$ cat config.mk
export PLATFORM = sky130hd
export DESIGN_NAME = matmul_engine
export DESIGN_NICKNAME = d
export VERILOG_FILES = /design/src/rtl/matmul_pkg.sv /design/src/rtl/matmul_engine_result_serializer.sv /design/src/rtl/matmul_engine.sv
export SDC_FILE = /design/constraint.sdc
export NUM_CORES = 1
export LEC_CHECK = 0
export CORE_MARGIN = 2
export CORE_UTILIZATION = 45
export CTS_CLUSTER_SIZE = 20
export DETAILED_ROUTE_END_ITERATION = 10
export PLACE_DENSITY_LB_ADDON = 0.3
export SLEW_MARGIN = 40
export SYNTH_ARGS = -nofsm -noshare
export SYNTH_HDL_FRONTEND = slang
export SYNTH_SLANG_ARGS = --single-unit
$ cat constraint.sdc
create_clock -name clk_i -period 7.1 [get_ports clk_i]
set_input_delay 1.42 -clock clk_i [delete_from_list [all_inputs] [get_ports clk_i]]
set_output_delay 1.42 -clock clk_i [all_outputs]
set_load 0.05 [all_outputs]
$ cat src/rtl/matmul_pkg.sv
// ---------------------------------------------------------------------------
// matmul_pkg
// Shared constants and types for the 3x3 matrix multiply path. The serial
// operand loader also draws DIM and DATA_W from here so that both sides
// agree on the operand layout.
//   DIM        matrix dimension
//   DATA_W     operand width
//   ACC_W      accumulator width, sized so a full dot product cannot overflow
//   OUT_BYTES  bytes emitted per result element
//   state_e    engine FSM states
//   rm_idx     row-major flat index helper
// ---------------------------------------------------------------------------
package matmul_pkg;

    localparam int DIM        = 3;
    localparam int DATA_W     = 8;
    localparam int ACC_W      = 2 * DATA_W + $clog2(DIM);
    localparam int OUT_BYTES  = (ACC_W + 7) / 8;
    localparam int SREG_W     = OUT_BYTES * 8;
    localparam int CNT_W      = $clog2(DIM);
    localparam int IDX_W      = $clog2(DIM * DIM);
    localparam int BYTE_CNT_W = $clog2(OUT_BYTES);

    typedef enum logic [1:0] {
        IDLE = 2'd0,
        MAC  = 2'd1,
        SEND = 2'd2,
        DONE = 2'd3
    } state_e;

    // Flat position of element (r, c) in a row-major DIM x DIM matrix
    function automatic logic [IDX_W-1:0] rm_idx(input logic [CNT_W-1:0] r,
                                                input logic [CNT_W-1:0] c);
        return IDX_W'(r) * IDX_W'(DIM) + IDX_W'(c);
    endfunction

endpackage

$ cat src/rtl/matmul_engine_result_serializer.sv
// ---------------------------------------------------------------------------
// result_serializer
// Takes one result word and hands it downstream a byte at a time, MSB first,
// over a valid/ready interface.
//   clk_i        system clock, rising edge
//   rst_ni       asynchronous active-low reset
//   load_i       strobe: capture word_i and start emitting it
//   word_i       zero-extended result word
//   ready_i      downstream accepts data_o this cycle
//   valid_o      data_o holds a valid byte
//   data_o       current byte (0 when not valid)
//   last_byte_o  pulses in the cycle the final byte of the word is accepted
// ---------------------------------------------------------------------------
module result_serializer
    import matmul_pkg::*;
(
    input  logic              clk_i,
    input  logic              rst_ni,
    input  logic              load_i,
    input  logic [SREG_W-1:0] word_i,
    input  logic              ready_i,
    output logic              valid_o,
    output logic [7:0]        data_o,
    output logic              last_byte_o
);

    logic [SREG_W-1:0]     sreg_q, sreg_d;
    logic [BYTE_CNT_W-1:0] cnt_q, cnt_d;
    logic                  valid_q, valid_d;
    logic                  accept;

    // Next-state: a load restarts the word; each accepted byte shifts the
    // next one into the top slot, and the final one drops valid.
    always_comb begin
        sreg_d      = sreg_q;
        cnt_d       = cnt_q;
        valid_d     = valid_q;
        accept      = valid_q && ready_i;
        last_byte_o = accept && (cnt_q == BYTE_CNT_W'(OUT_BYTES - 1));

        if (load_i) begin
            sreg_d  = word_i;
            cnt_d   = '0;
            valid_d = 1'b1;
        end else if (accept) begin
            sreg_d = {sreg_q[SREG_W-9:0], 8'h00};
            if (last_byte_o) begin
                cnt_d   = '0;
                valid_d = 1'b0;
            end else begin
                cnt_d = cnt_q + 1'b1;
            end
        end
    end

    // State registers
    always_ff @(posedge clk_i or negedge rst_ni) begin
        if (!rst_ni) begin
            sreg_q  <= '0;
            cnt_q   <= '0;
            valid_q <= 1'b0;
        end else begin
            sreg_q  <= sreg_d;
            cnt_q   <= cnt_d;
            valid_q <= valid_d;
        end
    end

    // Byte bus is forced to zero whenever nothing is being offered
    assign valid_o = valid_q;
    assign data_o  = valid_q ? sreg_q[SREG_W-1 -: 8] : 8'h00;

endmodule

$ cat src/rtl/matmul_engine.sv
// ---------------------------------------------------------------------------
// matmul_engine
// Computes C = A*B for 3x3 unsigned 8-bit matrices with a single shared
// multiplier (one MAC per cycle), then streams each 18-bit element as three
// bytes, MSB first. Runs once per reset and then parks with finished high.
//   clk_i        system clock, rising edge
//   rst_ni       asynchronous active-low reset
//   start_i      operands captured (level from the loader)
//   a_i, b_i     row-major operand matrices, element n at [n*8 +: 8]
//   out_ready_i  downstream accepts data_out_o this cycle
//   data_out_o   current result byte
//   out_valid_o  data_out_o holds a valid byte
//   busy_o       computing or sending
//   finished_o   all elements delivered
// ---------------------------------------------------------------------------
module matmul_engine
    import matmul_pkg::*;
(
    input  logic                       clk_i,
    input  logic                       rst_ni,
    input  logic                       start_i,
    input  logic [DIM*DIM*DATA_W-1:0]  a_i,
    input  logic [DIM*DIM*DATA_W-1:0]  b_i,
    input  logic                       out_ready_i,
    output logic [7:0]                 data_out_o,
    output logic                       out_valid_o,
    output logic                       busy_o,
    output logic                       finished_o
);

    state_e             state_q, state_d;
    logic [CNT_W-1:0]   i_q, i_d, j_q, j_d, k_q, k_d;
    logic [ACC_W-1:0]   acc_q, acc_d;

    logic [DATA_W-1:0]   aEl [DIM*DIM];
    logic [DATA_W-1:0]   bEl [DIM*DIM];
    logic [DATA_W-1:0]   aSel, bSel;
    logic [2*DATA_W-1:0] prod;
    logic [ACC_W-1:0]    accSum;
    logic                loadWord;
    logic                lastByte;

    localparam logic [CNT_W-1:0] LAST_IDX = CNT_W'(DIM - 1);

    // Operand select and the shared multiplier: A[i][k] * B[k][j]
    always_comb begin
        for (int n = 0; n < DIM * DIM; n++) begin
            aEl[n] = a_i[n*DATA_W +: DATA_W];
            bEl[n] = b_i[n*DATA_W +: DATA_W];
        end
        aSel   = aEl[rm_idx(i_q, k_q)];
        bSel   = bEl[rm_idx(k_q, j_q)];
        prod   = (2*DATA_W)'(aSel) * (2*DATA_W)'(bSel);
        accSum = acc_q + ACC_W'(prod);
    end

    // FSM next-state and counter/accumulator update. The final MAC of an
    // element hands accSum (not acc_q) to the serializer so no extra cycle
    // is spent.
    always_comb begin
        state_d  = state_q;
        i_d      = i_q;
        j_d      = j_q;
        k_d      = k_q;
        acc_d    = acc_q;
        loadWord = 1'b0;

        case (state_q)
            IDLE: begin
                if (start_i) begin
                    state_d = MAC;
                    i_d     = '0;
                    j_d     = '0;
                    k_d     = '0;
                    acc_d   = '0;
                end
            end
            MAC: begin
                acc_d = accSum;
                if (k_q == LAST_IDX) begin
                    loadWord = 1'b1;
                    state_d  = SEND;
                end else begin
                    k_d = k_q + 1'b1;
                end
            end
            SEND: begin
                if (lastByte) begin
                    if (i_q == LAST_IDX && j_q == LAST_IDX) begin
                        state_d = DONE;
                    end else begin
                        state_d = MAC;
                        k_d     = '0;
                        acc_d   = '0;
                        if (j_q == LAST_IDX) begin
                            j_d = '0;
                            i_d = i_q + 1'b1;
                        end else begin
                            j_d = j_q + 1'b1;
                        end
                    end
                end
            end
            DONE: begin
                state_d = DONE;
            end
            default: begin
                state_d = IDLE;
            end
        endcase
    end

    // State, counters and accumulator
    always_ff @(posedge clk_i or negedge rst_ni) begin
        if (!rst_ni) begin
            state_q <= IDLE;
            i_q     <= '0;
            j_q     <= '0;
            k_q     <= '0;
            acc_q   <= '0;
        end else begin
            state_q <= state_d;
            i_q     <= i_d;
            j_q     <= j_d;
            k_q     <= k_d;
            acc_q   <= acc_d;
        end
    end

    result_serializer u_serializer (
        .clk_i       (clk_i),
        .rst_ni      (rst_ni),
        .load_i      (loadWord),
        .word_i      (SREG_W'(accSum)),
        .ready_i     (out_ready_i),
        .valid_o     (out_valid_o),
        .data_o      (data_out_o),
        .last_byte_o (lastByte)
    );

    assign busy_o     = (state_q == MAC) || (state_q == SEND);
    assign finished_o = (state_q == DONE);

endmodule

==> metrics.txt <==
# diodes=0; setup tns final=0 ps; fin. max-slew vios=0; r2r startpoint=i_q[0]; Boundary Pins=159; total track usage=0.227; Mapped Nets=934; CP arrival=6980 ps; ys async rst share=1.00; vias in the first global route=5,770; worst hold path class=flip-flop to flip-flop; IO Port Bufs=158; Via density=5.39; Rows=43; Placeable Area=13,800 um2; r2r setup slk=300 ps; Final ANT Viol Nets=0; routed wire length=16.8 mm; DR pass1 iterations=6; Synth Register Bits=53; Die H=123 um; filler cell count=1,182; post-synthesis cell count=681; final-report hold violation count=0; Num CTS Buffers=5; Worst Hold Launch=acc_q[0]; Reg2Reg Depth=23; pin count of the biggest net entering global routing=54; global-route wire length before repair=27.2 mm; Synth-to-Final Area Change=32.1%; Setup Skew=7.32 ps; largest fanout on the critical path=17; chip width=123 um; fmax=0.147 GHz; initial antenna violation count=0; worst-margin pin slew=731 ps; register area share after synthesis=0.209; Crit Path Class=flip-flop to flip-flop; die area=15,100 um2; Max-cap violations=0; most common flop cell mapped by yosys=dfrtp_1; library cells used by synthesis=54; final critical-path required period=6800 ps; unrepaired setup endpoints after global routing=false; drt initial violations=350; Skew-Pair Late Insertion Delay=300 ps; hold buffers post-CTS=0; Req. time, crit path=7290 ps; Ys Warns=0; most frequent cells in the layout=157 x clkdlybuf4s50_1, 107 x inv_1, 71 x nor2_1; Critical Path Sink Type=flip-flop; Clock Tree Root=clkbuf_16; clock-pin slew on the worst setup and hold paths=70 ps; period utilization=0.957; H-tree depth=2; Final Wtd Congestion=0.940; fin nets=1,101; # DRC=0; drt wl/cell=16.3 um; relative slew slack=0.511; status=complete, no violations; startpoint type of the worst setup path=flip-flop; commonest non-fill, non-tap cell in the layout=clkdlybuf4s50_1; Post-DP HPWL=14.3 mm; WHS Path Cells=2; Clock Tree Buf Depth=2; Starting Density=0.459; DR vias=5,550; WHS Endpoint=acc_q[0]; reg2reg end=acc_q[17]; CTS sink count=53; Post-Syn Area per Cell=9.33 um2; CTS tree=built; number of flops mapped to enable cells by yosys=0; GRT Residual Overflow=0; fraction of layout cells with a size suffix above 1=0.111; Final setup viols=0; synthesized cell area=6350 um2
==> synth_stat cells, types with 2 or more instances <==
master	instances	share of area
a211oi_1	2	0.0024
a21o_1	7	0.0083
a21oi_1	33	0.026
a21oi_2	11	0.015
a221o_1	2	0.0032
a22o_1	9	0.012
a31o_2	3	0.0041
a31oi_1	5	0.0049
a32o_1	2	0.0032
and2_1	10	0.0099
and3_1	5	0.0049
buf_2	4	0.0032
buf_6	3	0.0053
clkbuf_1	14	0.0083
dfrtp_1	53	0.21
fa_1	54	0.17
ha_1	51	0.10
inv_1	107	0.063
mux2i_1	17	0.027
mux4_2	32	0.11
nand2_1	66	0.039
nand2b_1	8	0.0079
nand3_1	11	0.0087
nand4b_1	2	0.0028
nor2_1	71	0.042
nor2b_1	5	0.0049
nor3_1	6	0.0047
nor4_1	3	0.0030
o211a_1	2	0.0032
o21a_1	2	0.0024
o21ai_0	28	0.022
o22ai_1	2	0.0020
o31ai_1	3	0.0035
or2_1	4	0.0039
or2_2	5	0.0049
or2b_1	10	0.012
or3_1	4	0.0039
xnor2_1	6	0.0083
xor2_1	4	0.0055
==> worst max-delay path by stage <==
| stage | startpoint | to | slack [ps] | cells after the start |
|---|---|---|---|---|
| 2_1_floorplan | j_q[1] | acc_q[15] | 230 | 25 |
| 3_3_place_gp | b_i[60] | acc_q[15] | 260 | 21 |
| 3_5_place_dp | k_q[0] | acc_q[17] | 170 | 22 |
| 4_1_cts | k_q[0] | acc_q[17] | 190 | 22 |
| 5_1_grt | k_q[1] | acc_q[15] | 7 | 24 |
| 6_report | i_q[0] | acc_q[17] | 300 | 23 |
==> worst max-delay path, cell delays in order, from the launching register on <==
cell	delay, ps
dfrtp_1	480
fa_1	510
ha_1	220
fa_1	560
buf_12	170
mux4_2	300
mux2i_1	150
nor2_1	70
a21oi_2	200
buf_4	180
nor2_1	60
fa_1	480
fa_1	500
inv_1	60
fa_1	460
fa_1	490
inv_1	40
ha_1	350
and3_1	220
nand4_1	100
a21oi_1	270
nor4_1	120
or3_1	380
a221o_1	290
==> logic make-up (layout without fill, tap and decap cells) <==
logic type | count (synthesis) | count (layout) | synth area share
and+or+nand+nor | 216 | 216 | 0.162
buffers and inverters | 131 | 299 | 0.0825
AOI/OAI and AO/OA | 117 | 117 | 0.122
adders and majority gates | 105 | 105 | 0.271
DFF | 53 | 53 | 0.209
muxes | 49 | 49 | 0.140
xor gates and xnor gates | 10 | 10 | 0.0138
==> sequential cells by signal (all words and copies together) (netlist names) <==
name,cells
u_serializer.cnt_q,2
u_serializer.valid_o,1
state_q,2
i_q,2
k_q,2
u_serializer.sreg_q,24
j_q,2
acc_q,18
==> area by class of cell <==
| cell class | instances | area, um2 | area share |
|---|---|---|---|
| multi-input cells | 497 | 4510 | 0.537 |
| repair buffers | 184 | 1780 | 0.213 |
| well taps | 180 | 225 | 0.0268 |
| clock inverters | 2 | 13.8 | 0.00164 |
| clock buffers | 6 | 129 | 0.0154 |
| inverters | 107 | 402 | 0.0479 |
| flip-flops and latches | 53 | 1330 | 0.158 |
==> metrics by stage <==
step                std cells  instance area [um2]  hold slack [ps]  worst slack, ps   util
floorplan                 681                 6350              450              227      -
global placement         1021                 8240              470              258  0.596
global route             1029                 8390              517             6.56  0.607
CTS                      1029                 8380              493              191  0.606
detailed placement       1021                 8240              477              175  0.596
finish                   1029                 8390              486              304  0.607
==> routing by layer <==
layer  up-vias  share of wire  wire (um)  track usage
met5         -              0          0            0
li1       2614              -          -            -
met1      2734           0.40       6800        0.299
met2       180           0.53       8900        0.400
met3        22          0.051        863       0.0339
met4         0          0.014        231       0.0431
==> timing repair <==
| action | in CTS | in global routing |
|---|---|---|
| gates resized for setup | 0 | 3 |
| endpoints found under the setup margin | 0 | 9 |
| setup buffers | 0 | 0 |
Power is not shown: default switching activity piles up to over one toggle a cycle in this logic, so the estimate is an artifact.
